--- src/rtl/ps2_host_tx.sv ---
// PS/2 host-to-device transmitter: inhibit, request-to-send, shift one
// odd-parity byte on device clocks, check the device ACK, report done/error.
// Optional build macro PS2_HOST_TX_RETRY_EN: on an error the byte is retried
// up to twice (three attempts) before tx_error is reported.
module ps2_host_tx #(
  parameter int unsigned CLK_HZ           = 100_000_000,
  parameter int unsigned INHIBIT_US       = 100,
  parameter int unsigned START_TIMEOUT_US = 15000,
  parameter int unsigned BIT_TIMEOUT_US   = 2000
) (
  input  logic       clk,
  input  logic       reset_n,
  input  logic       tx_start,
  input  logic [7:0] tx_data,
  input  logic       ps2_clk_in,
  input  logic       ps2_data_in,
  output logic       ps2_clk_oe,
  output logic       ps2_data_oe,
  output logic       busy,
  output logic       tx_done,
  output logic       tx_error
);

  localparam int unsigned CYC_PER_US = CLK_HZ / 1_000_000;
  localparam int unsigned INH_CYC    = CYC_PER_US * INHIBIT_US;
  localparam int unsigned START_CYC  = CYC_PER_US * START_TIMEOUT_US;
  localparam int unsigned FRAME_CYC  = CYC_PER_US * BIT_TIMEOUT_US;
  localparam int unsigned MAX_A      = (INH_CYC > START_CYC) ? INH_CYC : START_CYC;
  localparam int unsigned MAX_CYC    = (MAX_A > FRAME_CYC) ? MAX_A : FRAME_CYC;
  localparam int          CNT_W      = $clog2(MAX_CYC + 1);

  localparam logic [CNT_W-1:0] INH_LAST   = CNT_W'(INH_CYC - 1);
  localparam logic [CNT_W-1:0] START_LAST = CNT_W'(START_CYC - 1);
  localparam logic [CNT_W-1:0] FRAME_LAST = CNT_W'(FRAME_CYC - 1);

  typedef enum logic [3:0] {
    S_IDLE, S_INHIBIT, S_RTS, S_WAIT_CLK, S_SHIFT,
    S_ACK, S_WAIT_IDLE, S_DONE, S_ERROR
  } state_t;

  state_t           state_q, state_d;
  logic [9:0]       frame_q, frame_d;     // {stop, parity, d7..d0}
  logic [3:0]       bit_cnt_q, bit_cnt_d;
  logic [CNT_W-1:0] cnt_q, cnt_d;
  logic             clk_oe_q, clk_oe_d;
  logic             data_oe_q, data_oe_d;
  logic             busy_q, busy_d;
  logic             done_q, done_d;
  logic             error_q, error_d;
  logic [1:0]       clk_sync_q, data_sync_q;
  logic             clk_prev_q;
  logic             fall;
  logic             fail;
`ifdef PS2_HOST_TX_RETRY_EN
  logic [1:0]       retry_q, retry_d;
`endif

  // Two-flop synchronizers and previous clock level for falling-edge detect.
  // Reset to 1 so an idle bus never looks like a falling edge.
  always_ff @(posedge clk or negedge reset_n) begin
    if (!reset_n) begin
      clk_sync_q  <= 2'b11;
      data_sync_q <= 2'b11;
      clk_prev_q  <= 1'b1;
    end else begin
      clk_sync_q  <= {clk_sync_q[0], ps2_clk_in};
      data_sync_q <= {data_sync_q[0], ps2_data_in};
      clk_prev_q  <= clk_sync_q[1];
    end
  end

  assign fall = clk_prev_q & ~clk_sync_q[1];

  // State, datapath and registered outputs.
  always_ff @(posedge clk or negedge reset_n) begin
    if (!reset_n) begin
      state_q   <= S_IDLE;
      frame_q   <= '0;
      bit_cnt_q <= '0;
      cnt_q     <= '0;
      clk_oe_q  <= 1'b0;
      data_oe_q <= 1'b0;
      busy_q    <= 1'b0;
      done_q    <= 1'b0;
      error_q   <= 1'b0;
`ifdef PS2_HOST_TX_RETRY_EN
      retry_q   <= '0;
`endif
    end else begin
      state_q   <= state_d;
      frame_q   <= frame_d;
      bit_cnt_q <= bit_cnt_d;
      cnt_q     <= cnt_d;
      clk_oe_q  <= clk_oe_d;
      data_oe_q <= data_oe_d;
      busy_q    <= busy_d;
      done_q    <= done_d;
      error_q   <= error_d;
`ifdef PS2_HOST_TX_RETRY_EN
      retry_q   <= retry_d;
`endif
    end
  end

  // Next-state logic; output registers are loaded alongside the state change
  // so each output is valid in the same cycle as the state that owns it.
  always_comb begin
    state_d   = state_q;
    frame_d   = frame_q;
    bit_cnt_d = bit_cnt_q;
    cnt_d     = cnt_q + CNT_W'(1);
    clk_oe_d  = clk_oe_q;
    data_oe_d = data_oe_q;
    busy_d    = busy_q;
    done_d    = 1'b0;
    error_d   = 1'b0;
    fail      = 1'b0;
`ifdef PS2_HOST_TX_RETRY_EN
    retry_d   = retry_q;
`endif

    case (state_q)
      S_IDLE: begin
        cnt_d     = '0;
        clk_oe_d  = 1'b0;
        data_oe_d = 1'b0;
        if (tx_start) begin
          frame_d  = {1'b1, ~^tx_data, tx_data};
          busy_d   = 1'b1;
          clk_oe_d = 1'b1;
          state_d  = S_INHIBIT;
`ifdef PS2_HOST_TX_RETRY_EN
          retry_d  = '0;
`endif
        end
      end
      S_INHIBIT: begin
        if (cnt_q == INH_LAST) begin
          data_oe_d = 1'b1;
          state_d   = S_RTS;
        end
      end
      S_RTS: begin
        // Releasing the clock with data held low is the start bit.
        clk_oe_d = 1'b0;
        cnt_d    = '0;
        state_d  = S_WAIT_CLK;
      end
      S_WAIT_CLK: begin
        if (fall) begin
          data_oe_d = ~frame_q[0];
          bit_cnt_d = 4'd1;
          cnt_d     = '0;
          state_d   = S_SHIFT;
        end else if (cnt_q == START_LAST) begin
          fail = 1'b1;
        end
      end
      S_SHIFT: begin
        if (cnt_q == FRAME_LAST) begin
          fail = 1'b1;
        end else if (fall) begin
          data_oe_d = ~frame_q[bit_cnt_q];
          bit_cnt_d = bit_cnt_q + 4'd1;
          if (bit_cnt_q == 4'd9) state_d = S_ACK;
        end
      end
      S_ACK: begin
        if (cnt_q == FRAME_LAST) begin
          fail = 1'b1;
        end else if (fall) begin
          if (data_sync_q[1]) fail = 1'b1;
          else                state_d = S_WAIT_IDLE;
        end
      end
      S_WAIT_IDLE: begin
        if (cnt_q == FRAME_LAST) begin
          fail = 1'b1;
        end else if (clk_sync_q[1] && data_sync_q[1]) begin
          done_d  = 1'b1;
          busy_d  = 1'b0;
          state_d = S_DONE;
        end
      end
      S_DONE:  state_d = S_IDLE;
      S_ERROR: state_d = S_IDLE;
      default: state_d = S_IDLE;
    endcase

    // Common failure path: release the bus, then retry or report.
    if (fail) begin
      clk_oe_d  = 1'b0;
      data_oe_d = 1'b0;
`ifdef PS2_HOST_TX_RETRY_EN
      if (retry_q != 2'd2) begin
        retry_d  = retry_q + 2'd1;
        clk_oe_d = 1'b1;
        cnt_d    = '0;
        state_d  = S_INHIBIT;
      end else begin
        error_d = 1'b1;
        busy_d  = 1'b0;
        state_d = S_ERROR;
      end
`else
      error_d = 1'b1;
      busy_d  = 1'b0;
      state_d = S_ERROR;
`endif
    end
  end

  assign ps2_clk_oe  = clk_oe_q;
  assign ps2_data_oe = data_oe_q;
  assign busy        = busy_q;
  assign tx_done     = done_q;
  assign tx_error    = error_q;

endmodule

--- config.mk ---
export PLATFORM = sky130hd
export DESIGN_NAME = ps2_host_tx
export DESIGN_NICKNAME = d
export VERILOG_FILES = /design/src/rtl/ps2_host_tx.sv
export SDC_FILE = /design/constraint.sdc
export NUM_CORES = 1
export LEC_CHECK = 0
export ABC_CLOCK_PERIOD_IN_PS = 3900
export BUFFER_PORTS_ARGS = -buffer_cell sky130_fd_sc_hd__buf_2
export CORE_ASPECT_RATIO = 1.25
export CORE_MARGIN = 2
export CORE_UTILIZATION = 33
export CTS_CLUSTER_DIAMETER = 60
export DETAILED_ROUTE_END_ITERATION = 16
export PLACE_DENSITY = 0.48
export SLEW_MARGIN = 25
export SYNTH_ARGS = -nofsm -noshare
export SYNTH_HDL_FRONTEND = slang
export SYNTH_SLANG_ARGS = --single-unit
--- constraint.sdc ---
create_clock -name clk -period 3.9 [get_ports clk]
set_input_delay 0.195 -clock clk [delete_from_list [all_inputs] [get_ports clk]]
set_output_delay 0.195 -clock clk [all_outputs]
set_load 0.01 [all_outputs]
Word-level counts from Yosys, hierarchy flattened --
Index checks and enable logic that the tools add are counted.
Storage, ports and cells: latch bits 0, memories kept 0, memory bits (read-only) 0, register bits 49, memory bits (writable) 0, output and inout bits 5
Cells by class: $mul 0, add/sub/neg operators 2, $lt $le $gt $ge 1, equality and inequality tests 24, shift-type cells 0, bitwise logic cells 4, divide/modulo/power cells 0, mux-type cells 46, reduce and logical (&&, ||, !) cells 14
Operators by type and width (count):
- 4-bit 2-to-1 mux | 15
- 21-bit one-hot mux with 2 select lines | 1
- 3-bit inequality test (second input constant) | 11
- 4-bit one-hot mux with 7 select lines | 1
- 1-bit 2-to-1 mux | 22
- 21-bit by 1-bit adder with 21-bit output (second input constant) | 1
- 21-bit by 14-bit == test with 1-bit output (second input constant) | 1
- 21-bit by 18-bit == test with 1-bit output (second input constant) | 1
- 21-bit == test (second input constant) | 1
- 21-bit 2-to-1 mux | 1
- 4-bit by 3-bit == test with 1-bit output (second input constant) | 3
- 11-bit AND reduction | 1
- 4-bit by 2-bit == test with 1-bit output (second input constant) | 2
- 4-bit one-hot mux with 2 select lines | 1
- 4-bit AND reduction | 2
- 8-bit XNOR reduction | 1
- 2-bit inequality test (second input constant) | 3
- 3-bit nonzero test | 2
- 4-bit by 5-bit less-than comparator with 1-bit output (second input constant) | 1
- 5-bit AND reduction | 1
- 5-bit nonzero test | 1
- 4-bit by 1-bit adder with 4-bit output (second input constant) | 1
- 1-bit binary-select mux with 4-bit select | 1
- 4-bit by 1-bit == test with 1-bit output (second input constant) | 1
- 11 further kinds | 15

Depth between registers and ports, before layout --
word-level depth 7, gate-level depth with buffers 7, mapped depth without buffers 7

Worst setup path before layout --
OpenSTA, ideal clock, no wires.
kind register to register, start register cnt_q[18], end register data_oe_q, in the netlist ps2_data_oe, required time 3.821 ns, slack 2.053 ns, data arrival time 1.767 ns, setup time 0.079 ns, buffers on the path 0, cell stages (with the launch flop) 6, cell sequence dfrtp_1 > or4_4 > nor4_4 > a31oi_1 > o211ai_2 > mux2i_1
On the way: word-level cells in the longest chain between the ends 6, elaborated cells on any way between the ends 15, those cells by class eq/ne: 7; mux: 6; reduce/logical: 2
RTL lines:
- start: declaration | RTL line 44 | logic [CNT_W-1:0] cnt_q, cnt_d;
- start signal: assignment | RTL line 93 | cnt_q <= cnt_d;
- 21-bit == test | RTL line 155 | end else if (cnt_q == START_LAST) begin
- 1-bit 2-to-1 mux | RTL line 155
- 1-bit 2-to-1 mux | RTL line 150 | if (fall) begin
- 1-bit one-hot mux with 3 select lines | RTL line 122 | case (state_q)
- 3-bit inequality test (no source line) / 5-bit nonzero test (equally long branches)
- 5-bit AND reduction (no source line)
- end signal: assignment | RTL line 95 | data_oe_q <= data_oe_d;
- end: declaration | RTL line 46 | logic data_oe_q, data_oe_d;
Several ways; a longest one is shown, not always the timed one. A chain may end at the register's enable or synchronous reset.

Worst setup path after layout --
start register cnt_q[7], end register clk_oe_q, in the netlist ps2_clk_oe
On the way: word-level cells in the longest chain between the ends 5, elaborated cells on any way between the ends 9, those cells by class eq/ne: 2; mux: 6; reduce/logical: 1
RTL lines:
- 21-bit == test | RTL line 155
- 1-bit 2-to-1 mux | RTL line 155
- 1-bit 2-to-1 mux | RTL line 150
- 1-bit one-hot mux with 3 select lines * | RTL line 122
- 3-bit nonzero test (no source line) / 1-bit 2-to-1 mux (equally long branches)
- end signal: assignment | RTL line 94 | clk_oe_q <= clk_oe_d;
- end: declaration | RTL line 45 | logic clk_oe_q, clk_oe_d;
Mark *: on every way between the ends. The rest lies on a longest branch, timed or not.

==> impl_metrics.py <==
metrics = {
    "run_status": {
        "status": "finished with violations",
        "violations": "negative hold slack",
    },
    "die": {
        "dieWidth_um": 84.12,
        "pin_count": 18,
        "rows": 36,
        "core_region_area_mm2": 0.007792,
        "start_util_pct": 33.98,
        "die_area_mm2": 0.008760,
        "dieHeight_um": 104.1,
    },
    "timing": {
        "worst_pin_slew_ns": 0.6210,
        "max_freq_ghz": 0.4786,
        "worst_slack_ns": 1.810,
        "tns_ns": 0,
        "final-setup-viol-count": 0,
        "whs_ns": -0.02645,
        "hold_viol": 30,
        "finClkSkew_ns": 0.009337,
        "rsz0062_at_grt": "no",
        "period_minus_slack_ns": 2.090,
        "relSlewSlack_pct": 58.60,
        "finalCritPeriodShare_pct": 53.58,
        "report.final.slew_viol_count": 0,
    },
    "clocking": {
        "insertion_delay_ns": 0.31,
        "cts_resized": 0,
        "cts_made_buffers": 5,
        "cts.sinks": 49,
        "clockBufferDepth": 2,
        "cts-root-buf": "clkbuf_8",
        "htree_levels": 2,
        "cts.clk_slew.worst_paths_ns": 0.10,
        "cts_tree": "built",
    },
    "global_routing": {
        "antenna_found_initial": 0,
        "overflow": 0,
        "grt_pass1_wl_um": 10640,
        "grt_max_degree": 50,
        "grt_pass1_vias": 2121,
        "track_usage_pct": 15.01,
    },
    "detailed_routing": {
        "viasPerCell": 5.208,
        "first_pass_iters": 4,
        "drc": 0,
        "drt_first_iter_violations": 73,
        "wl_um": 6036,
        "vias": 1953,
        "drt-wirelength-per-cell_um": 16.10,
        "final_antenna_net_count": 0,
    },
    "cells_and_area": {
        "synthToLayoutAreaGrowth_pct": 11.77,
        "n_fill_cell": 782,
        "multi_input_area_mm2": 0.001341,
        "layout.cells.non_filler": 375,
        "nets": 295,
        "final_common_cell": "dfrtp_1",
        "layout-drive-gt1-share_pct": 20.00,
        "num_antenna_cells": 0,
        "final_util_pct": 37.97,
        "seqCellArea_mm2": 0.001232,
        "most-common-layout-cells": "dfrtp_1 (44), nor2_1 (24), xnor2_1 (17), buf_2 (17)",
    },
    "placement": {
        "portBuffers": 17,
        "dp.final_hpwl_um": 4375,
        "pre_cts_ws_ns": 1.836,
        "place_congestion": 0.7949,
        "numPlacedInstances": 365,
    },
    "setup_path": {
        "r2r-end": "ps2_clk_oe$_DFFE_PN0P_",
        "cp_max_fo": 6,
        "reg2reg_slack_ns": 1.81,
        "critPathKind": "reg -> reg",
        "r2r_cells": 5,
        "cp-start-kind": "flop",
        "arrival_ns": 2.26,
        "timing.critical_path.required_ns": 4.07,
        "endpoint_kind": "flop",
        "timing.rr.start": "cnt_q[7]$_DFF_PN0_",
    },
    "run": {
        "maxCapViolCount": 0,
    },
    "yosys": {
        "yosysSeqAreaShare_pct": 46.55,
        "synthArstFlopShare_pct": 100.0,
        "syn_avg_cell_area_um2": 10.22,
        "ys_warn_count": 0,
        "yosysUniqueCellTypes": 56,
        "yosys.area.top_type": "dfrtp_1",
        "ys_ff_latch": 49,
        "synthesis.nets": 275,
        "synthTopCellsByArea": "dfrtp_1 (42%), xnor2_1 (5.6%), dfstp_2 (5.0%)",
        "syn_inst": 259,
        "synth_edf_count": 0,
        "netlist_area_mm2": 0.002648,
        "yosysTopAreaCellShare_pct": 41.59,
        "synthFlopType": "dfrtp_1",
    },
    "power_and_ir_drop": {
        "p_per_area_mw_per_mm2": 320.6,
        "ir_drop_v": 0.0001677,
        "p_leak_nw": 1.225,
    },
    "min_path": {
        "hold_path_class": "in -> async",
    },
}
-- registers in the layout (all words and copies together), names as in the netlist --
| register | cells |
|---|---|
| bit_cnt_q | 4 |
| busy | 1 |
| tx_error | 1 |
| tx_done | 1 |
| state_q | 4 |
| frame_q | 10 |
| cnt_q | 21 |
| ps2_clk_oe | 1 |
| ps2_data_oe | 1 |
| data_sync_q | 2 |
| clk_sync_q | 2 |
| clk_prev_q | 1 |
-- metrics by stage --
stage	power [mW]	instance area (um2)
2_1_floorplan	0.5579	2648
3_3_place_gp	0.5853	2826
3_5_place_dp	0.5848	2826
4_1_cts	0.9692	2959
5_1_grt	0.9976	2959
6_report	0.9487	2959
-- critical path: stages (launching register included) --
cell and delay (ns):
dfrtp_1 0.44, or4_4 0.56, nor4_4 0.45, a21boi_2 0.14, o21ai_2 0.30, a21oi_1 0.08
-- final cells by class --
| class | instances | area share [%] |
|---|---|---|
| clock buffer | 5 | 2.326 |
| multi-input combinational | 193 | 45.33 |
| tap | 95 | 4.017 |
| inverter | 9 | 1.142 |
| timing repair buffer | 21 | 4.059 |
| clock inverter | 3 | 1.480 |
| sequential | 49 | 41.65 |
-- cell usage after synthesis (2+ instances only) --
library cell  number
nor3b_1            2
xnor2_1           17
nor3_1             8
mux4_2             2
nand2b_1           6
o21ai_0           13
dfrtp_1           44
nand4_1            5
mux2i_1            5
and2_1             4
clkbuf_1           5
inv_1              9
nor2b_1            7
nor4_1             5
or4b_1             2
xor2_1             5
ha_1               3
buf_2              2
nand2_1           13
mux2_2             9
a21oi_1           12
a211o_1            3
dfstp_2            5
nand3_1            9
o21bai_1           2
or3_1              7
nor2_1            24
a21boi_0           3
-- worst max-delay path by stage --
stage	slack, ns	depth (start not counted)	end	start
after global routing	1.69	5	ps2_clk_oe$_DFFE_PN0P_	cnt_q[7]$_DFF_PN0_
after global placement	1.88	5	busy$_DFFE_PN0P_	cnt_q[7]$_DFF_PN0_
after floorplan	2.05	5	ps2_data_oe$_DFFE_PN0P_	cnt_q[18]$_DFF_PN0_
final	1.81	5	ps2_clk_oe$_DFFE_PN0P_	cnt_q[7]$_DFF_PN0_
after CTS	1.81	5	ps2_clk_oe$_DFFE_PN0P_	cnt_q[7]$_DFF_PN0_
after detailed placement	1.84	5	busy$_DFFE_PN0P_	cnt_q[7]$_DFF_PN0_
-- per-layer routing --
| layer | wire [um] | up-vias | track usage [%] | part of all wire, % |
|---|---|---|---|---|
| li1 | - | 961 | - | - |
| met1 | 2621 | 959 | 18.30 | 43 |
| met2 | 3195 | 26 | 26.81 | 53 |
| met3 | 115 | 7 | 2.619 | 1.9 |
| met4 | 103 | 0 | 4.378 | 1.7 |
| met5 | 0 | - | 0 | 0 |
-- logic make-up (layout without fill, tap and decap cells) --
kind of cell / count (synthesis) / in the layout / synth area share (%)
buffers and inverters: 17 / 38 / 2.788
XOR/XNOR: 22 / 22 / 7.278
multiplexers: 16 / 16 / 7.420
AND/OR/NAND/NOR: 108 / 108 / 23.63
flip-flops: 49 / 49 / 46.55
adder cells (fa/ha/maj): 3 / 3 / 1.418
AO/OA/AOI/OAI: 44 / 44 / 10.92
-- where the power goes --
| group | internal [mW] | total (mW) | switching, mW | leakage [nW] |
|---|---|---|---|---|
| clock | 0.192 | 0.375 | 0.182 | 0.0585 |
| combinational | 0.0226 | 0.0488 | 0.0262 | 0.538 |
| sequential | 0.520 | 0.525 | 0.00534 | 0.628 |
-- timing repair --
item                      in CTS  in global routing
setup buffers                  0                  0
hold endpoints to repair       2                  0
hold buffers                   2                  0
Power figures use the tool's default switching activity.
